`src/rtl/spi_bus_arbiter.sv`:
```
// spi_bus_arbiter: shares one spi_master (AD9517, ADC0, ADC1 on a single
// 3-wire SDIO bus) between N_REQ config requesters. A requester holds req_i
// for its whole config sequence and, once granted, owns the bus until it
// drops req_i and the master has gone idle. Grants rotate round-robin.
// Optional feature: define SPI_ARB_WDOG_EN to enable the idle-hold watchdog
// that reclaims the bus from an owner that sits idle for WDOG_CYCLES cycles.
module spi_bus_arbiter #(
    parameter int N_REQ           = 3,
    parameter int MOSI_DATA_WIDTH = 24,
    parameter int MISO_DATA_WIDTH = 8,
    parameter int WDOG_CYCLES     = 4096
) (
    input  logic                               clk_20m,
    input  logic                               rstn,
    input  logic [N_REQ-1:0]                   req_i,
    input  logic [N_REQ-1:0]                   wr_cmd_i,
    input  logic [N_REQ-1:0]                   rd_cmd_i,
    input  logic [N_REQ*MOSI_DATA_WIDTH-1:0]   wr_data_i,
    output logic [N_REQ-1:0]                   gnt_o,
    output logic [N_REQ-1:0]                   busy_o,
    output logic [MISO_DATA_WIDTH:0]           rd_data_o,
    output logic [N_REQ-1:0]                   cs_n_o,
    output logic                               spi_wr_cmd_o,
    output logic                               spi_rd_cmd_o,
    output logic [MOSI_DATA_WIDTH-1:0]         spi_wr_data_o,
    input  logic                               spi_busy_i,
    input  logic                               spi_ncs_i,
    input  logic [MISO_DATA_WIDTH:0]           spi_rd_data_i,
    output logic                               cmd_drop_o,
    output logic                               wdog_err_o
);

    localparam int IDX_W = (N_REQ > 1) ? $clog2(N_REQ) : 1;

    localparam logic [1:0] ST_IDLE  = 2'd0;
    localparam logic [1:0] ST_ARB   = 2'd1;
    localparam logic [1:0] ST_OWNED = 2'd2;
    localparam logic [1:0] ST_DRAIN = 2'd3;

    logic [1:0]                 state;
    logic [IDX_W-1:0]           rr_ptr;
    logic [IDX_W-1:0]           win_idx;
    logic                       win_vld;
    logic [IDX_W-1:0]           next_ptr;
    logic [N_REQ-1:0]           arb_req;
    logic [1:0]                 guard_cnt;
    logic                       guard_act;
    logic                       own_wr;
    logic                       own_rd;
    logic                       nonown_strb;
    logic                       fwd_ok;
    logic                       fwd_go;
    logic                       drop_p0;
    logic                       own_req;
    logic                       wdog_trip;
    logic [MOSI_DATA_WIDTH-1:0] own_data;

    // Read data from the master is fanned out unchanged to every requester.
    assign rd_data_o = spi_rd_data_i;

    // The guard covers the cycles between issuing a strobe and the master
    // raising spi_busy_i, so a second strobe cannot slip into that gap.
    assign guard_act = (guard_cnt != 2'd0);

    // Non-owners always see busy; the owner sees the master plus the guard.
    assign busy_o = ~gnt_o | {N_REQ{spi_busy_i | guard_act}};

    // Owner strobes are isolated with the one-hot grant; anything else is foreign.
    assign own_wr      = |(wr_cmd_i & gnt_o);
    assign own_rd      = |(rd_cmd_i & gnt_o);
    assign nonown_strb = |((wr_cmd_i | rd_cmd_i) & ~gnt_o);
    assign own_req     = |(req_i & gnt_o);

    assign fwd_ok = (state == ST_OWNED) && !guard_act && !spi_busy_i;
    assign fwd_go = fwd_ok && (own_wr || own_rd);

    // A read arriving together with a write is discarded; the write wins.
    assign drop_p0 = nonown_strb
                   | ((own_wr | own_rd) & ~fwd_ok)
                   | (fwd_ok & own_wr & own_rd);

    // Select the owner's write word from the packed data bus.
    always_comb begin
        own_data = '0;
        for (int k = 0; k < N_REQ; k++) begin
            if (gnt_o[k]) begin
                own_data = wr_data_i[k*MOSI_DATA_WIDTH +: MOSI_DATA_WIDTH];
            end
        end
    end

    // Round-robin search: first requester at or after rr_ptr, wrapping.
    always_comb begin
        int               j;
        logic [IDX_W-1:0] cand;
        win_vld = 1'b0;
        win_idx = '0;
        j       = 0;
        cand    = '0;
        for (int i = N_REQ - 1; i >= 0; i--) begin
            j = int'(rr_ptr) + i;
            if (j >= N_REQ) begin
                j = j - N_REQ;
            end
            cand = IDX_W'(j);
            if (arb_req[cand]) begin
                win_vld = 1'b1;
                win_idx = cand;
            end
        end
    end

    assign next_ptr = (win_idx == IDX_W'(N_REQ - 1)) ? '0 : win_idx + 1'b1;

    // Only the owner's device sees the master chip select while a session is open.
    always_comb begin
        cs_n_o = '1;
        if ((state == ST_OWNED) || (state == ST_DRAIN)) begin
            cs_n_o = ~(gnt_o & {N_REQ{~spi_ncs_i}});
        end
    end

    // Session FSM: arbitrate, hold the grant, drain the master, release.
    always_ff @(posedge clk_20m) begin
        if (!rstn) begin
            state  <= ST_IDLE;
            rr_ptr <= '0;
            gnt_o  <= '0;
        end else begin
            case (state)
                ST_IDLE: begin
                    if (|req_i) begin
                        state <= ST_ARB;
                    end
                end
                ST_ARB: begin
                    if (win_vld) begin
                        gnt_o  <= N_REQ'(1) << win_idx;
                        rr_ptr <= next_ptr;
                        state  <= ST_OWNED;
                    end else begin
                        state <= ST_IDLE;
                    end
                end
                ST_OWNED: begin
                    if (wdog_trip || !own_req) begin
                        state <= ST_DRAIN;
                    end
                end
                ST_DRAIN: begin
                    if (!spi_busy_i && !guard_act) begin
                        gnt_o <= '0;
                        state <= ST_IDLE;
                    end
                end
                default: begin
                    state <= ST_IDLE;
                end
            endcase
        end
    end

    // Command forwarding into the master, drop flag and the busy-rise guard.
    always_ff @(posedge clk_20m) begin
        if (!rstn) begin
            spi_wr_cmd_o  <= 1'b0;
            spi_rd_cmd_o  <= 1'b0;
            spi_wr_data_o <= '0;
            cmd_drop_o    <= 1'b0;
            guard_cnt     <= 2'd0;
        end else begin
            spi_wr_cmd_o <= fwd_go & own_wr;
            spi_rd_cmd_o <= fwd_go & own_rd & ~own_wr;
            cmd_drop_o   <= drop_p0;
            if (fwd_go) begin
                spi_wr_data_o <= own_data;
            end
            if (fwd_go) begin
                guard_cnt <= 2'd2;
            end else if (guard_act) begin
                guard_cnt <= guard_cnt - 2'd1;
            end
        end
    end

`ifdef SPI_ARB_WDOG_EN
    localparam int WDOG_W = $clog2(WDOG_CYCLES + 1);

    logic [WDOG_W-1:0] wdog_cnt;
    logic [N_REQ-1:0]  wdog_mask;
    logic              wdog_err_q;

    // The watchdog fires on the last idle cycle an owner is allowed to hold.
    assign wdog_trip  = (state == ST_OWNED) && !spi_busy_i && !fwd_go
                      && (wdog_cnt == WDOG_W'(WDOG_CYCLES - 1));
    assign arb_req    = req_i & ~wdog_mask;
    assign wdog_err_o = wdog_err_q;

    // Idle counter, sticky error and mask of the evicted owner until it lets go.
    always_ff @(posedge clk_20m) begin
        if (!rstn) begin
            wdog_cnt   <= '0;
            wdog_mask  <= '0;
            wdog_err_q <= 1'b0;
        end else begin
            if (fwd_go || (state == ST_ARB)) begin
                wdog_cnt <= '0;
            end else if ((state == ST_OWNED) && !spi_busy_i && !wdog_trip) begin
                wdog_cnt <= wdog_cnt + 1'b1;
            end
            if (wdog_trip) begin
                wdog_err_q <= 1'b1;
            end
            wdog_mask <= (wdog_mask | (wdog_trip ? gnt_o : '0)) & req_i;
        end
    end
`else
    logic unused_wdog;

    assign wdog_trip   = 1'b0;
    assign arb_req     = req_i;
    assign wdog_err_o  = 1'b0;
    assign unused_wdog = (WDOG_CYCLES != 0);
`endif

endmodule

```
`config.mk`:
```
export PLATFORM = sky130hd
export DESIGN_NAME = spi_bus_arbiter
export DESIGN_NICKNAME = d
export VERILOG_FILES = /design/src/rtl/spi_bus_arbiter.sv
export SDC_FILE = /design/constraint.sdc
export NUM_CORES = 1
export LEC_CHECK = 0
export ABC_AREA = 1
export BUFFER_PORTS_ARGS = -buffer_cell sky130_fd_sc_hd__buf_2
export CAP_MARGIN = 20
export CORE_MARGIN = 2
export CORE_UTILIZATION = 43
export DETAILED_ROUTE_END_ITERATION = 8
export GPL_TIMING_DRIVEN = 0
export MAX_ROUTING_LAYER = met4
export PLACE_DENSITY = 0.81
export REMOVE_ABC_BUFFERS = 1
export SLEW_MARGIN = 20
export SYNTH_ARGS = -nofsm -noshare
export SYNTH_HDL_FRONTEND = slang
export SYNTH_SLANG_ARGS = --single-unit
```
`constraint.sdc`:
```
create_clock -name clk_20m -period 2.05 [get_ports clk_20m]
set_input_delay 0.1025 -clock clk_20m [delete_from_list [all_inputs] [get_ports clk_20m]]
set_output_delay 0.1025 -clock clk_20m [all_outputs]
set_load 0.03 [all_outputs]
```
==> out/metrics.cfg <==
[setup_path]
crit_path_end_kind = flop
worstSetupStartpointType = flop
arrival_ns = 2.05
cp_slowest_cell = ha_1
ff2ff_setup_slack_ns = 0.21
r2r-end = gnt_o[1]$_SDFFE_PN0P_
r2r_cells = 10
max_stage_delay_ns = 0.38
crit_type = flop to flop
crit_fanout = 7
crit_chain = inv_1, ha_1, inv_1, nand2_1, nand2_1, a21oi_1, nand3_1, nand2_2, nand3_1, a21oi_1
crit_required_ns = 2.26
reg2reg_from = rr_ptr[0]$_SDFFE_PN0P_

[placement]
portBuffers = 120
hpwl_um = 4340
dpl.cell_count = 483
dp_slack_ns = -0.982
place_area_um2 = 2740
routabilityCongestion = 0.817

[detailed_routing]
drtPass1Iterations = 4
dr.first_iter.drc_count = 87
vias_per_cell = 5.24
drc = 0
wirelength_um = 6360
route.vias.total = 2580
antenna_left = 0
wl_per_cell_um = 12.9

[global_routing]
grt_pass1_vias = 2268
grt_overflow = 0
antenna_found_initial = 0
grt_max_degree = 33
track_usage = 0.224
grt_pass1_wl_um = 10400

[logic_synthesis]
ys_seq_area_frac = 0.323
synth_area_leaders = dfxtp_1, nand3_1, nand2_1
synthCells = 325
yosys_warnings = 0
syn_area_um2 = 2230
synth_top_cell_by_area = dfxtp_1
synth_cell_types = 27
synth_top_area_frac = 0.323
syn_area_per_cell_um2 = 6.87
synth_seq_cells = 36

[die]
io_pins = 140
rows = 26
start_util = 0.443
core_um2 = 5040
die_area_um2 = 5780
die_w_um = 76.1
die_h_um = 76.1

[sta]
max_freq_mhz = 543
setup_viol = 0
fin_tns_setup_ns = 0
timing_hold_violations_final = 0
fin_crit_ns = 1.84
period_share = 0.898
drv_slew = 0
clock_skew_ns = 0.00617
rsz0062_at_grt = no
setup_ws_ns = 0.209

[cts]
clock_sinks = 36
clock_path_buffers = 2
postCtsHoldBufs = 0
htreeDepth = 2
cts_tree = yes
path_clk_slew_ns = 0.07
clk_latency_ns = 0.28
root_buffer = clkbuf_8
numCtsBuffers = 5

[worst_hold_path]
hold_end = guard_cnt[0]$_SDFFE_PP0P_
min_path_type = input port to flop
hold_depth = 3
worstHoldStart = rstn

[layout]
antenna_cells = 0
syn_to_final_growth_pct = 28.3
fin_nets = 518
final_cell_count_no_fill = 492
drive_gt1_frac = 0.353
fin_area_um2 = 2860

[run]
drv_cap = 0

[power_and_ir_drop]
p_leak_nw = 1.39
peakVddDrop_mv = 0.368
power_density_nw_per_um2 = 711

[run_status]
outcome = completed

power breakdown:
| group | switching [mW] | internal (mW) |
|---|---|---|
| registers | 0.117 | 0.745 |
| clock network | 0.235 | 0.231 |
| logic | 0.439 | 0.269 |
sequential cells by signal (all words and copies together) (netlist names), named ones only:
name	flops
spi_rd_cmd_o	1
guard_cnt	2
state	1
gnt_o	3
rr_ptr	2
spi_wr_cmd_o	1
cmd_drop_o	1
spi_wr_data_o	24
layout by cell type, fill, tap and decap left out, types with 2 or more instances in the layout:
cell and n:
dfxtp_4 3, clkbuf_8 5, nand3_1 47, nand3_2 2, clkinv_2 2, nand2_1 60
nor3_1 2, nor2_1 31, o21ai_0 33, a211oi_1 13, inv_1 13, o21ai_1 2
buf_2 120, a211oi_2 10, dfxtp_1 33, a21oi_1 30, ha_1 2
cell families after synthesis:
| logic type | Yosys count | synth area share |
|---|---|---|
| simple gates | 146 | 0.286 |
| fa+ha+maj | 2 | 0.0112 |
| flops | 36 | 0.323 |
| buf+inv | 49 | 0.121 |
| compound gates | 91 | 0.257 |
| other cells | 1 | 0.00168 |
how the worst max path moves through the flow:
stage                           startpoint                        endpoint  slack, ns  cells past startpoint
floorplan            gnt_o[2]$_SDFFE_PN0P_  spi_wr_data_o[18]$_SDFFE_PN0P_      -0.77                      6
global placement     gnt_o[2]$_SDFFE_PN0P_  spi_wr_data_o[18]$_SDFFE_PN0P_      -1.41                      6
detailed placement   gnt_o[1]$_SDFFE_PN0P_           state[0]$_SDFFE_PN0P_      -0.98                      5
CTS                  gnt_o[1]$_SDFFE_PN0P_  spi_wr_data_o[17]$_SDFFE_PN0P_        0.1                      7
global route        rr_ptr[0]$_SDFFE_PN0P_           gnt_o[2]$_SDFFE_PN0P_       0.02                     10
finish              rr_ptr[0]$_SDFFE_PN0P_           gnt_o[1]$_SDFFE_PN0P_       0.21                     10
area by class of cell:
cell class / instances / area [um^2]
Clock buffer: 6 / 72.6
Clock inverter: 1 / 5.00
Fill cell: 479 / 2180
Inverter: 16 / 61.3
Multi-Input combinational cell: 240 / 1250
Sequential cell: 36 / 732
Tap cell: 70 / 87.6
Timing Repair Buffer: 123 / 656
cell usage after synthesis:
master    count
dfxtp_1      36
ha_1          2
inv_2         1
buf_6         5
o211a_1       1
nand2_1      61
o21ai_1       2
buf_4        10
conb_1        1
buf_1         1
o221ai_1      1
nor3_1        2
buf_2         9
a21oi_1      30
clkinv_1      1
nor2_1       31
inv_1        14
nor3_4        1
nand3_1      47
nand4_1       1
a211oi_2     10
o21ai_0      33
clkbuf_1      8
nor2_2        1
a31oi_1       1
a211oi_1     13
nand3_2       2
layer usage:
metal	GRT usage	wire, um
met1	0.275	2690
met3	0.0545	559
met4	0.0618	74
met5	-	0
met2	0.370	3040
through the flow:
| step | total power, mW | util | hold slack, ns |
|---|---|---|---|
| 2_1_floorplan | 1.32 | - | 0.205 |
| 3_3_place_gp | 1.54 | 0.537 | 0.205 |
| 3_5_place_dp | 1.57 | 0.542 | 0.205 |
| 4_1_cts | 2.04 | 0.560 | 0.108 |
| 5_1_grt | 2.19 | 0.568 | 0.121 |
| 6_report | 2.04 | 0.568 | 0.114 |
what timing repair did:
action	CTS	global route
setup buffers	0	1
gates resized for setup	7	1
pin swaps	0	1
endpoints found under the hold margin	0	0
setup endpoints to repair	27	8
critical path, delay by kind of cell, from the launching register on:
family / cells / cell delay (ns)
DFF: 1 / 0.36
buffers and inverters: 2 / 0.17
and+or+nand+nor: 5 / 0.53
adders and majority gates: 1 / 0.38
AOI/OAI and AO/OA: 2 / 0.33
Power figures use the tool's default switching activity.
